<file path="config.mk">
export PLATFORM = sky130hd
export DESIGN_NAME = alu_arbiter_flat
export DESIGN_NICKNAME = d
export VERILOG_FILES = /design/src/rtl/alu_arbiter_if.sv /design/src/rtl/alu_arbiter.sv /design/src/flat_wrapper.sv
export SDC_FILE = /design/constraint.sdc
export NUM_CORES = 1
export LEC_CHECK = 0
export ABC_CLOCK_PERIOD_IN_PS = 7600
export BUFFER_PORTS_ARGS = -buffer_cell sky130_fd_sc_hd__buf_4
export CAP_MARGIN = 10
export CORE_AREA = 2 2 124 126
export DETAILED_ROUTE_END_ITERATION = 7
export DIE_AREA = 0 0 126 128
export MAX_ROUTING_LAYER = met4
export RECOVER_POWER = 100
export SYNTH_ARGS = -nofsm -noshare
export SYNTH_HDL_FRONTEND = slang
export SYNTH_SLANG_ARGS = --single-unit
</file>
<file path="constraint.sdc">
create_clock -name clk -period 7.6 [get_ports clk]
set_clock_uncertainty 0.05 [all_clocks]
set_input_delay 2.28 -clock clk [delete_from_list [all_inputs] [get_ports clk]]
set_output_delay 2.28 -clock clk [all_outputs]
set_load 0.02 [all_outputs]
</file>
<file path="src/rtl/alu_arbiter_if.sv">
// Bundle of request/response channels for both requesters plus the shared ALU bus.
// The slave modport is the arbiter. The master modport is the surrounding requesters and the ALU.
interface alu_arbiter_if;
  logic        req0_valid;
  logic        req1_valid;
  logic        req0_ready;
  logic        req1_ready;
  logic [5:0]  req0_func;
  logic [5:0]  req1_func;
  logic [31:0] req0_a;
  logic [31:0] req0_b;
  logic [31:0] req1_a;
  logic [31:0] req1_b;
  logic        req0_upper;
  logic        req1_upper;

  logic        resp0_valid;
  logic        resp1_valid;
  logic        resp0_ready;
  logic        resp1_ready;
  logic [31:0] resp0_result;
  logic [31:0] resp1_result;
  logic        resp0_branch;
  logic        resp0_jump;
  logic        resp1_branch;
  logic        resp1_jump;

  logic [5:0]  alu_func;
  logic [31:0] alu_a;
  logic [31:0] alu_b;
  logic        alu_upper;
  logic [31:0] alu_result;
  logic        alu_branch;
  logic        alu_jump;

  modport slave (
    input  req0_valid, req1_valid, req0_func, req1_func,
    input  req0_a, req0_b, req1_a, req1_b, req0_upper, req1_upper,
    output req0_ready, req1_ready,
    output resp0_valid, resp1_valid, resp0_result, resp1_result,
    output resp0_branch, resp0_jump, resp1_branch, resp1_jump,
    input  resp0_ready, resp1_ready,
    output alu_func, alu_a, alu_b, alu_upper,
    input  alu_result, alu_branch, alu_jump
  );

  modport master (
    output req0_valid, req1_valid, req0_func, req1_func,
    output req0_a, req0_b, req1_a, req1_b, req0_upper, req1_upper,
    input  req0_ready, req1_ready,
    input  resp0_valid, resp1_valid, resp0_result, resp1_result,
    input  resp0_branch, resp0_jump, resp1_branch, resp1_jump,
    output resp0_ready, resp1_ready,
    input  alu_func, alu_a, alu_b, alu_upper,
    output alu_result, alu_branch, alu_jump
  );
endinterface

</file>
<file path="src/rtl/alu_arbiter.sv">
// Two-requester arbiter in front of a single-cycle ALU, with a 1-entry response buffer per requester.
// Arbitration is round-robin, or fixed priority with a starvation guard for requester 1.
module alu_arbiter #(
  parameter bit          RR_ENABLE = 1'b1,
  parameter int unsigned MAX_WAIT  = 3
) (
  input logic          clk,
  input logic          reset_n,
  alu_arbiter_if.slave bus
);

  localparam logic [3:0] WAIT_LIMIT = 4'(MAX_WAIT);

  logic        last_grant;
  logic [3:0]  wait_cnt;
  logic [3:0]  wait_cnt_nxt;
  logic        elig0;
  logic        elig1;
  logic        grant0;
  logic        grant1;

  logic        r0_valid;
  logic        r1_valid;
  logic [31:0] r0_result;
  logic [31:0] r1_result;
  logic        r0_branch;
  logic        r0_jump;
  logic        r1_branch;
  logic        r1_jump;

  // reset_n gates eligibility so the ready outputs drop as soon as reset is asserted
  always_comb begin
    elig0  = reset_n & bus.req0_valid & (~r0_valid | bus.resp0_ready);
    elig1  = reset_n & bus.req1_valid & (~r1_valid | bus.resp1_ready);
    grant1 = elig1;
    if (elig0 && elig1) begin
      if (RR_ENABLE) grant1 = (last_grant == 1'b0);
      else           grant1 = (wait_cnt == WAIT_LIMIT);
    end
    grant0 = elig0 & ~grant1;
  end

  always_comb begin
    wait_cnt_nxt = wait_cnt;
    if (RR_ENABLE || !bus.req1_valid || grant1)
      wait_cnt_nxt = 4'd0;
    else if (elig1 && (wait_cnt != WAIT_LIMIT))
      wait_cnt_nxt = wait_cnt + 4'd1;
  end

  always_comb begin
    bus.alu_func  = 6'b000000;
    bus.alu_a     = 32'd0;
    bus.alu_b     = 32'd0;
    bus.alu_upper = 1'b0;
    if (grant0) begin
      bus.alu_func  = bus.req0_func;
      bus.alu_a     = bus.req0_a;
      bus.alu_b     = bus.req0_b;
      bus.alu_upper = bus.req0_upper;
    end else if (grant1) begin
      bus.alu_func  = bus.req1_func;
      bus.alu_a     = bus.req1_a;
      bus.alu_b     = bus.req1_b;
      bus.alu_upper = bus.req1_upper;
    end
  end

  always_ff @(posedge clk or negedge reset_n) begin
    if (!reset_n) begin
      last_grant <= 1'b1;
      wait_cnt   <= 4'd0;
    end else begin
      if (grant0)      last_grant <= 1'b0;
      else if (grant1) last_grant <= 1'b1;
      wait_cnt <= wait_cnt_nxt;
    end
  end

  // Payload is only written on accept, so it holds while the consumer stalls
  always_ff @(posedge clk or negedge reset_n) begin
    if (!reset_n) begin
      r0_valid  <= 1'b0;
      r0_result <= 32'd0;
      r0_branch <= 1'b0;
      r0_jump   <= 1'b0;
    end else if (grant0) begin
      r0_valid  <= 1'b1;
      r0_result <= bus.alu_result;
      r0_branch <= bus.alu_branch;
      r0_jump   <= bus.alu_jump;
    end else if (bus.resp0_ready) begin
      r0_valid  <= 1'b0;
    end
  end

  always_ff @(posedge clk or negedge reset_n) begin
    if (!reset_n) begin
      r1_valid  <= 1'b0;
      r1_result <= 32'd0;
      r1_branch <= 1'b0;
      r1_jump   <= 1'b0;
    end else if (grant1) begin
      r1_valid  <= 1'b1;
      r1_result <= bus.alu_result;
      r1_branch <= bus.alu_branch;
      r1_jump   <= bus.alu_jump;
    end else if (bus.resp1_ready) begin
      r1_valid  <= 1'b0;
    end
  end

  assign bus.req0_ready   = grant0;
  assign bus.req1_ready   = grant1;
  assign bus.resp0_valid  = r0_valid;
  assign bus.resp1_valid  = r1_valid;
  assign bus.resp0_result = r0_result;
  assign bus.resp1_result = r1_result;
  assign bus.resp0_branch = r0_branch;
  assign bus.resp0_jump   = r0_jump;
  assign bus.resp1_branch = r1_branch;
  assign bus.resp1_jump   = r1_jump;

endmodule
</file>
<file path="src/flat_wrapper.sv">
// flat-port wrapper written by rule: the top's interface ports become plain ports
module alu_arbiter_flat 
#(
  parameter bit          RR_ENABLE = 1'b1,
  parameter int unsigned MAX_WAIT  = 3
)
  (clk, reset_n, bus_req0_valid, bus_req1_valid, bus_req0_func, bus_req1_func, bus_req0_a, bus_req0_b, bus_req1_a, bus_req1_b, bus_req0_upper, bus_req1_upper, bus_req0_ready, bus_req1_ready, bus_resp0_valid, bus_resp1_valid, bus_resp0_result, bus_resp1_result, bus_resp0_branch, bus_resp0_jump, bus_resp1_branch, bus_resp1_jump, bus_resp0_ready, bus_resp1_ready, bus_alu_func, bus_alu_a, bus_alu_b, bus_alu_upper, bus_alu_result, bus_alu_branch, bus_alu_jump);
  alu_arbiter_if bus_i ();
  input logic clk;
  input logic reset_n;
  input wire logic [$bits(bus_i.req0_valid)-1:0] bus_req0_valid;
  input wire logic [$bits(bus_i.req1_valid)-1:0] bus_req1_valid;
  input wire logic [$bits(bus_i.req0_func)-1:0] bus_req0_func;
  input wire logic [$bits(bus_i.req1_func)-1:0] bus_req1_func;
  input wire logic [$bits(bus_i.req0_a)-1:0] bus_req0_a;
  input wire logic [$bits(bus_i.req0_b)-1:0] bus_req0_b;
  input wire logic [$bits(bus_i.req1_a)-1:0] bus_req1_a;
  input wire logic [$bits(bus_i.req1_b)-1:0] bus_req1_b;
  input wire logic [$bits(bus_i.req0_upper)-1:0] bus_req0_upper;
  input wire logic [$bits(bus_i.req1_upper)-1:0] bus_req1_upper;
  output wire logic [$bits(bus_i.req0_ready)-1:0] bus_req0_ready;
  output wire logic [$bits(bus_i.req1_ready)-1:0] bus_req1_ready;
  output wire logic [$bits(bus_i.resp0_valid)-1:0] bus_resp0_valid;
  output wire logic [$bits(bus_i.resp1_valid)-1:0] bus_resp1_valid;
  output wire logic [$bits(bus_i.resp0_result)-1:0] bus_resp0_result;
  output wire logic [$bits(bus_i.resp1_result)-1:0] bus_resp1_result;
  output wire logic [$bits(bus_i.resp0_branch)-1:0] bus_resp0_branch;
  output wire logic [$bits(bus_i.resp0_jump)-1:0] bus_resp0_jump;
  output wire logic [$bits(bus_i.resp1_branch)-1:0] bus_resp1_branch;
  output wire logic [$bits(bus_i.resp1_jump)-1:0] bus_resp1_jump;
  input wire logic [$bits(bus_i.resp0_ready)-1:0] bus_resp0_ready;
  input wire logic [$bits(bus_i.resp1_ready)-1:0] bus_resp1_ready;
  output wire logic [$bits(bus_i.alu_func)-1:0] bus_alu_func;
  output wire logic [$bits(bus_i.alu_a)-1:0] bus_alu_a;
  output wire logic [$bits(bus_i.alu_b)-1:0] bus_alu_b;
  output wire logic [$bits(bus_i.alu_upper)-1:0] bus_alu_upper;
  input wire logic [$bits(bus_i.alu_result)-1:0] bus_alu_result;
  input wire logic [$bits(bus_i.alu_branch)-1:0] bus_alu_branch;
  input wire logic [$bits(bus_i.alu_jump)-1:0] bus_alu_jump;
  assign bus_i.req0_valid = bus_req0_valid;
  assign bus_i.req1_valid = bus_req1_valid;
  assign bus_i.req0_func = bus_req0_func;
  assign bus_i.req1_func = bus_req1_func;
  assign bus_i.req0_a = bus_req0_a;
  assign bus_i.req0_b = bus_req0_b;
  assign bus_i.req1_a = bus_req1_a;
  assign bus_i.req1_b = bus_req1_b;
  assign bus_i.req0_upper = bus_req0_upper;
  assign bus_i.req1_upper = bus_req1_upper;
  assign bus_req0_ready = bus_i.req0_ready;
  assign bus_req1_ready = bus_i.req1_ready;
  assign bus_resp0_valid = bus_i.resp0_valid;
  assign bus_resp1_valid = bus_i.resp1_valid;
  assign bus_resp0_result = bus_i.resp0_result;
  assign bus_resp1_result = bus_i.resp1_result;
  assign bus_resp0_branch = bus_i.resp0_branch;
  assign bus_resp0_jump = bus_i.resp0_jump;
  assign bus_resp1_branch = bus_i.resp1_branch;
  assign bus_resp1_jump = bus_i.resp1_jump;
  assign bus_i.resp0_ready = bus_resp0_ready;
  assign bus_i.resp1_ready = bus_resp1_ready;
  assign bus_alu_func = bus_i.alu_func;
  assign bus_alu_a = bus_i.alu_a;
  assign bus_alu_b = bus_i.alu_b;
  assign bus_alu_upper = bus_i.alu_upper;
  assign bus_i.alu_result = bus_alu_result;
  assign bus_i.alu_branch = bus_alu_branch;
  assign bus_i.alu_jump = bus_alu_jump;
  alu_arbiter #(.RR_ENABLE(RR_ENABLE), .MAX_WAIT(MAX_WAIT)) u_core (.clk(clk), .reset_n(reset_n), .bus(bus_i));
endmodule
</file>
==> flow_metrics.tcl <==
set metrics [dict create \
    crit_fanout 71 \
    dp.final_hpwl_um 11040 \
    clockRootBuffer "clkbuf_16" \
    relSlewSlack_pct 7.334 \
    die_h_um 128 \
    synthesis.nets 590 \
    drc 0 \
    area_delta_synth_final_pct 60.49 \
    port_buffers 324 \
    path_clk_slew_ns 0.05 \
    status "complete, no violations" \
    grtUsageTotal_pct 17.38 \
    numCtsBuffers 9 \
    maxCapViolCount 0 \
    fp.dieArea_um2 16130 \
    synth-adder-area-share_pct 0 \
    worst_pin_slew_ns 1.390 \
    rows 45 \
    fmax_ghz 0.1450 \
    max_stage_delay_ns 0.73 \
    design_area_um2 6135 \
    post_drt_wl_per_cell_um 15.96 \
    antenna_cells 0 \
    cts_tree "yes" \
    grt_overflow 0 \
    grt_max_degree 124 \
    start_util_pct 25.72 \
    reg2reg_slack_ns 5.64 \
    syn_area_um2 3822 \
    synth_area_leaders "dfrtp_1 (46%), mux2_2 (19%), nand2_1 (14%)" \
    place_congestion 0.8690 \
    yosys.area_share.simple_pct 15.16 \
    h-tree-depth 3 \
    synth_top_cell_area_share_pct 45.83 \
    yosysSeqAreaShare_pct 46.51 \
    leakage_nw 2.780 \
    dpl_cell_area_um2 6372 \
    synth_largest_area_cell "dfrtp_1" \
    min_path_type "register to register" \
    crit_required_ns 5.27 \
    synthCells 408 \
    postCtsResizedCells 0 \
    crit_chain "buf_4, nand2b_1, a211o_2, clkbuf_2, o22ai_1, clkbuf_1" \
    drt-pass1-iter-count 5 \
    cp_slowest_cell "clkbuf_2" \
    antenna_found_initial 0 \
    viasPerCell 4.639 \
    setup_tns_ns 0 \
    cts.sinks 71 \
    final_core_util_pct 41.27 \
    core_area_um2 14860 \
    syn_avg_cell_area_um2 9.369 \
    endpoint_kind "output pin" \
    clock_latency_ns 0.33 \
    setup_violations 0 \
    synth-xor-area-share_pct 0 \
    synth.distinct_cells 20 \
    ant_nets 0 \
    ioPinCount 325 \
    cp-start-kind "input pin" \
    drive_above_1_share_pct 38.04 \
    synth_compound_area_share_pct 13.16 \
    final.setup.worst_slack_ns 0.7040 \
    cp.arrival_ns 4.57 \
    first_iter_violations 198 \
    die_w_um 126 \
    layout.nets 892 \
    grt_pass1_wl_um 21760 \
    cts_max_path_buffers 2 \
    critPathKind "input pin to output pin" \
    synthMuxAreaShare_pct 20.03 \
    synth_top_family_by_area "multiplexers" \
    vdd_ir_drop_max_v 0.0001878 \
    grt_pass1_vias 4179 \
    power.total_w 0.001565 \
    synth_warnings 0 \
    vias 4189 \
    rsz0062_at_grt "false" \
    synth-seq-cells 71 \
    drv_slew 0 \
    layout_min_cycle_time_ns 6.896 \
    min_period_over_period_pct 90.74 \
    wirelength_um 14410 \
    hold_viol 0 \
    hold_buffers 0 \
    powerDensity_nw_per_um2 255.1 \
    pre_cts_slack_ns 1.156 \
    post_cts_buffers 0 \
]
-- worst paths after layout --
| kind | endpoint | startpoint | cells past startpoint |
|---|---|---|---|
| setup reg to reg | u_core.bus.resp0_result[0] | u_core.last_grant | 4 |
| hold reg to reg | u_core.bus.resp0_result[10] | u_core.bus.resp0_result[10] | 1 |
| max in group asynchronous | u_core.bus.resp0_valid | reset_n | 2 |
| hold / removal | u_core.bus.resp0_result[10] | u_core.bus.resp0_result[10] | 1 |
| setup / recovery | bus_alu_func[3] | bus_resp1_ready | 6 |
| min in group asynchronous | u_core.bus.resp1_result[5] | reset_n | 1 |
-- where the power goes --
part | internal [W] | switching [W] | total [W]
combinational | 0.000226 | 0.000373 | 0.000599
clock | 0.000280 | 0.000148 | 0.000427
sequential | 0.000485 | 0.0000536 | 0.000539
total | 0.000991 | 0.000574 | 0.00156
-- through the flow --
step	std cells	hold WS [ns]
after global placement	887	0.4236
after CTS	903	0.4429
after floorplan	408	0.4356
final	903	0.4369
after global routing	903	0.4665
after detailed placement	887	0.4307
-- cells in the mapped netlist --
master,number
nand2_1,146
dfrtp_1,70
dfstp_2,1
a211o_1,1
buf_4,3
buf_2,7
mux2_1,3
buf_6,3
clkbuf_1,26
a211oi_4,1
nand2b_1,1
nor2b_1,2
and2_1,1
o211ai_1,1
o21ai_0,2
inv_1,2
or2_2,1
o22ai_1,71
mux2_2,65
o211ai_2,1
-- logic make-up after synthesis --
kind of cell | Yosys count
compound gates | 77
buf+inv | 41
flops | 71
mux | 68
simple gates | 151
-- area by class of cell --
cell class / instances / area (um2)
clock buffer: 13 / 270.3
clock inverter: 3 / 40.04
inverter: 2 / 7.507
fill: 1576 / 8730
tap: 188 / 235.2
sequential: 71 / 1778
timing repair buffer: 330 / 1958
multi-input combinational: 296 / 1846
-- critical path: cells and delay by family --
| family | cells | cell delay, ns |
|---|---|---|
| AOI/OAI and AO/OA | 2 | 0.84 |
| buffers and inverters | 3 | 1.12 |
| and+or+nand+nor | 1 | 0.28 |
-- metal layers --
metal | GRT usage, % | vias to the layer above | routed length (um)
met3 | 5.050 | 17 | 1282
met2 | 29.57 | 200 | 7173
met4 | 4.913 | 0 | 188
li1 | - | 2021 | -
met5 | - | - | 0
met1 | 20.06 | 1951 | 5765
-- cell usage in the layout, fill, tap and decap left out --
cell,Yosys,final
nand2b_1,1,1
buf_4,3,184
o211ai_1,1,1
nor2b_1,2,2
clkbuf_4,0,1
clkbuf_16,0,9
inv_1,2,2
nand2_1,146,146
buf_12,0,1
o22ai_1,71,71
a211o_2,0,1
mux2_2,65,65
bufinv_16,0,1
clkinv_2,0,2
clkbuf_8,0,3
a211oi_1,0,1
clkbuf_2,0,1
o211ai_4,0,1
dfstp_2,1,1
or2_2,1,1
mux2_1,3,3
dfrtp_1,70,70
o21ai_0,2,2
clkbuf_1,26,143
and2_0,0,1
buf_6,3,1
Note: power is estimated with default switching activity, not from simulation.
